--- config.mk ---
export PLATFORM = sky130hd
export DESIGN_NAME = logic_sweep_ctrl
export DESIGN_NICKNAME = d
export VERILOG_FILES = /design/src/rtl/logic_sweep_pkg.sv /design/src/rtl/logic_eval_golden.sv /design/src/rtl/logic_sweep_ctrl.sv
export SDC_FILE = /design/constraint.sdc
export NUM_CORES = 1
export LEC_CHECK = 0
export CAP_MARGIN = 25
export CORE_ASPECT_RATIO = 1.25
export CORE_MARGIN = 8
export CORE_UTILIZATION = 30
export DETAILED_ROUTE_END_ITERATION = 12
export PLACE_DENSITY = 0.55
export SYNTH_ARGS = -nofsm -noshare
export SYNTH_HDL_FRONTEND = slang
export SYNTH_HIERARCHICAL = 1
export SYNTH_SLANG_ARGS = --single-unit
--- constraint.sdc ---
create_clock -name clk -period 3.4 [get_ports clk]
set_input_delay 1.02 -clock clk [delete_from_list [all_inputs] [get_ports clk]]
set_output_delay 1.02 -clock clk [all_outputs]
set_load 0.03 [all_outputs]
--- src/rtl/logic_sweep_pkg.sv ---
// Shared types and constants for the lab-datapath sweep controller.
package logic_sweep_pkg;

  typedef enum logic [1:0] {
    IDLE   = 2'd0,
    DRIVE  = 2'd1,
    SAMPLE = 2'd2,
    DONE   = 2'd3
  } state_e;

  localparam int VEC_W   = 3;
  localparam int DWELL_W = 8;
  localparam int NUM_VEC = 8;

  // {x,y} per vector, vector v at bits [2v+1:2v]
  localparam logic [15:0] GOLDEN_TABLE = 16'hD882;

endpackage

--- src/rtl/logic_eval_golden.sv ---
// Expected datapath response for one input vector, looked up from the golden table.
module logic_eval_golden
  import logic_sweep_pkg::*;
(
  input  logic [VEC_W-1:0] v,
  output logic             x_exp,
  output logic             y_exp
);

  assign {x_exp, y_exp} = GOLDEN_TABLE[{v, 1'b0} +: 2];

endmodule

--- src/rtl/logic_sweep_ctrl.sv ---
// Walks all eight {a,b,c} vectors through the datapath, captures {x,y} after a
// settle time and flags any vector whose response differs from the golden model.
module logic_sweep_ctrl
  import logic_sweep_pkg::*;
#(
  parameter int DWELL = 4
) (
  input  logic        clk,
  input  logic        rst_n,
  input  logic        start,
  input  logic        abort,
  output logic        a,
  output logic        b,
  output logic        c,
  input  logic        x,
  input  logic        y,
  output logic        busy,
  output logic        done,
  output logic        pass,
  output logic [15:0] table_o,
  output logic [7:0]  mismatch_o
);

  localparam logic [DWELL_W-1:0] DWELL_LD = DWELL_W'(DWELL - 1);
  localparam logic [VEC_W-1:0]   LAST_V   = VEC_W'(NUM_VEC - 1);

  state_e             state_q, state_d;
  logic [VEC_W-1:0]   v_q, v_d;
  logic [DWELL_W-1:0] dwell_q, dwell_d;
  logic [2:0]         abc_q, abc_d;
  logic               busy_q, busy_d;
  logic               done_q, done_d;
  logic               pass_q, pass_d;
  logic [15:0]        table_q, table_d;
  logic [7:0]         mism_q, mism_d;
  logic               x_exp, y_exp;

  logic_eval_golden u_gold (
    .v     (v_q),
    .x_exp (x_exp),
    .y_exp (y_exp)
  );

  always_comb begin
    state_d = state_q;
    v_d     = v_q;
    dwell_d = dwell_q;
    table_d = table_q;
    mism_d  = mism_q;
    pass_d  = pass_q;
    done_d  = 1'b0;

    unique case (state_q)
      IDLE: begin
        if (start) begin
          state_d = DRIVE;
          v_d     = '0;
          dwell_d = DWELL_LD;
          table_d = '0;
          mism_d  = '0;
          pass_d  = 1'b0;
        end
      end
      DRIVE: begin
        if (abort) begin
          state_d = IDLE;
          pass_d  = 1'b0;
        end else if (dwell_q == '0) begin
          state_d = SAMPLE;
        end else begin
          dwell_d = dwell_q - 1'b1;
        end
      end
      SAMPLE: begin
        // An abort here drops the current capture; earlier vectors stay visible.
        if (abort) begin
          state_d = IDLE;
          pass_d  = 1'b0;
        end else begin
          table_d[{v_q, 1'b0} +: 2] = {x, y};
          if ({x, y} != {x_exp, y_exp}) mism_d[v_q] = 1'b1;
          if (v_q == LAST_V) begin
            state_d = DONE;
            done_d  = 1'b1;
          end else begin
            state_d = DRIVE;
            v_d     = v_q + 1'b1;
            dwell_d = DWELL_LD;
          end
        end
      end
      DONE: begin
        state_d = IDLE;
        pass_d  = !abort && (mism_q == '0);
      end
      default: state_d = IDLE;
    endcase

    // Outputs are precomputed from the next state so they register cleanly.
    busy_d = (state_d != IDLE);
    abc_d  = (state_d == DRIVE || state_d == SAMPLE) ? v_d : '0;
  end

  always_ff @(posedge clk or negedge rst_n) begin
    if (!rst_n) begin
      state_q <= IDLE;
      v_q     <= '0;
      dwell_q <= '0;
      abc_q   <= '0;
      busy_q  <= 1'b0;
      done_q  <= 1'b0;
      pass_q  <= 1'b0;
      table_q <= '0;
      mism_q  <= '0;
    end else begin
      state_q <= state_d;
      v_q     <= v_d;
      dwell_q <= dwell_d;
      abc_q   <= abc_d;
      busy_q  <= busy_d;
      done_q  <= done_d;
      pass_q  <= pass_d;
      table_q <= table_d;
      mism_q  <= mism_d;
    end
  end

  assign {a, b, c}  = abc_q;
  assign busy       = busy_q;
  assign done       = done_q;
  assign pass       = pass_q;
  assign table_o    = table_q;
  assign mismatch_o = mism_q;

endmodule

==> impl_metrics.py <==
metrics = {
    "synthesis": {
        "synth_edf_count": 0,
        "seq_area_frac_synth_pct": 44.1,
        "synth_cells": 227,
        "synth_flop_cell": "dfrtp_1",
        "syn_area_sq_mm": 0.00244,
        "avgSynthCellArea_sq_um": 10.8,
        "async_reset_ff_share_pct": 100,
        "synth.distinct_cells": 49,
        "yosys_warnings": 6,
        "synth_top_area_share_pct": 44.1,
        "synth-seq-cells": 43,
        "synthTopCellsByArea": "dfrtp_1 (44%), mux2_2 (7.8%), ha_1 (6.2%), a22o_1 (5.7%), nor2_1 (3.5%)",
        "yosysTopAreaCell": "dfrtp_1",
        "synth_nets": 245,
    },
    "global_route": {
        "grt_first_pass_wirelength_um": 9680,
        "grt_max_degree": 44,
        "antenna_found_initial": 0,
        "grtUsageTotal_pct": 10.4,
        "grt-ovfl-total": 0,
        "grt_pass1_vias": 1862,
    },
    "layout": {
        "drive_gt1_share_pct": 14.5,
        "final_common_cell": "dfrtp_1",
        "final_nets": 279,
        "final_cells": 359,
        "area_growth_pct": 20.9,
        "antenna_cells": 0,
        "fill_cells": 845,
        "layout_common_cells": "dfrtp_1 (43), clkdlybuf4s50_1 (34), nor2_1 (23)",
    },
    "route": {
        "drtPass1Iterations": 4,
        "route.antenna.remaining_nets": 0,
        "route.detailed.wl_per_inst_um": 16.3,
        "drt-total-wl_um": 5840,
        "via_per_inst": 5.14,
        "vias": 1846,
        "first_iter_violations": 67,
        "drc_errors": 0,
    },
    "place": {
        "gp_congestion": 0.767,
        "dp_cells": 350,
        "numPortBuffers": 35,
        "dp_hpwl_um": 4100,
    },
    "floorplanning": {
        "die_area_sq_mm": 0.0113,
        "initial_core_util_pct": 30.3,
        "design.core.area_sq_mm": 0.00806,
        "die_x_um": 96.7,
        "row_count": 37,
        "die_h_um": 117,
        "io-pin-count": 36,
    },
    "power_and_ir_drop": {
        "power.switching_uw": 907,
        "peakVddDrop_uv": 289,
        "sw_frac_of_total_pct": 44.8,
        "combPwrFrac_pct": 50.4,
        "p_leak_uw": 0.00128,
        "pwr-share-clk_pct": 16.2,
        "powerDensity_mw_per_mm2": 687,
        "seqPwrFrac_pct": 33.4,
        "p_int_uw": 1120,
    },
    "clocking": {
        "post_cts_buffers": 0,
        "clk_path_buf_depth": 2,
        "cts_made_buffers": 5,
        "clkSlewWorstSetupHoldPaths_ns": 0.09,
        "cts_max_level": 2,
        "cts.sinks": 43,
        "hold_buffers": 0,
        "clk-insertion-delay-late_ns": 0.30,
        "cts_resized": 0,
        "cts_tree": "built",
        "clockRootBuffer": "clkbuf_8",
    },
    "sta": {
        "setup_viol": 0,
        "period_minus_slack_ns": 2.68,
        "relSlewSlack_pct": 46.1,
        "final.setup.tns_ns": 0,
        "rsz0062_at_grt": "false",
        "drv_slew": 0,
        "clock_skew_ns": 0.00599,
        "worst_slew_pin_slew_ns": 0.808,
        "fmax_mhz": 373,
        "finalCritPeriodShare_pct": 78.9,
        "hold_violations": 0,
    },
    "flow_run": {
        "max_cap_violations": 0,
    },
    "setup_path": {
        "cp-end-kind": "flop",
        "path_max_fanout": 22,
        "crit_arrival_ns": 2.87,
        "cp.required_ns": 3.59,
        "start_kind": "flop",
        "path_class": "flop to flop",
    },
    "outcome": {
        "status": "completed",
    },
    "min_path": {
        "hold_path_class": "input pin to async pin",
    },
}
## critical path: stages, from the launching register on
cell     delay (ns)
dfrtp_1        0.46
inv_1          0.11
ha_1           0.68
nor2b_1        0.49
nor2b_1        0.28
o31ai_1        0.10
ha_1           0.31
and2_1         0.15
## cell families (layout without fill, tap and decap cells)
group / count (synthesis) / in the layout / synth area share, %
fa+ha+maj: 12 / 12 / 6.15
compound gates: 55 / 55 / 17.4
mux: 17 / 17 / 7.84
flops: 43 / 43 / 44.1
simple gates: 73 / 73 / 18.3
xor+xnor: 3 / 3 / 1.08
buf+inv: 24 / 59 / 5.13
## routing by layer
layer  routed length (um)  part of all wire [%]  track usage [%]  vias to the layer above
li1                     -                     -                -                      905
met1                 2770                    48             13.0                      898
met2                 2750                    47             17.1                       36
met3                  227                   3.9             2.64                        7
met4                   83                   1.4             3.80                        0
met5                    0                     0                0                        -
## area by class of cell
cell class,count,area (sq um),share of cell area [%]
clock buffers,6,72.6,2.46
clock inverters,2,12.5,0.424
inverters,13,48.8,1.65
multi-input cells,160,1240,42.0
flip-flops and latches,43,1080,36.5
well taps,97,121,4.11
repair buffers,38,380,12.9
## flip-flops by register name, indices dropped and copies added (netlist names)
signal      flops
v_q             3
done            1
abc_q           3
mismatch_o      8
state_q         2
pass            1
busy            1
table_o        16
dwell_q         8
## synthesized netlist by cell type, types with 4 or more instances
master    number
dfrtp_1       43
o21ai_0        9
nor2_1        23
nor2b_1        4
buf_6          4
nor3_1         5
nand2_1        5
clkbuf_1       5
inv_1         13
ha_1          12
a41oi_1        7
mux2_2        17
nand3_1        9
a22o_1        16
and2_1         4
## worst paths after layout
path                            startpoint          to  depth (start not counted)  slack (ns)
worst max register to register  state_q[0]    abc_q[1]                          7        0.72
worst min register to register  table_o[9]  table_o[9]                          1        0.53
min in group clk                table_o[9]  table_o[9]                          1        0.53
max in group asynchronous            rst_n        busy                          2        2.43
worst min-delay path                 rst_n  dwell_q[1]                          1        0.53
worst max-delay path            state_q[0]    abc_q[1]                          7        0.72
## power by group through the flow
stage	clock network [uW]	logic (uW)	registers, uW
after floorplan	0	699	755
after CTS	345	1030	677
final	328	1020	678
after global routing	361	1130	690
after detailed placement	0	1020	687
after global placement	0	1010	689
## through the flow
stage	hold WS, ns	cell area [sq um]	util [%]	total power, uW	worst slack [ns]
finish	0.530	2950	36.6	2030	0.717
global route	0.529	2950	36.6	2180	0.482
CTS	0.538	2930	36.4	2050	0.720
detailed placement	0.516	2850	35.3	1710	0.421
global placement	0.509	2850	35.3	1700	0.429
floorplan	0.493	2440	-	1450	1.15
Power figures use the tool's default switching activity.
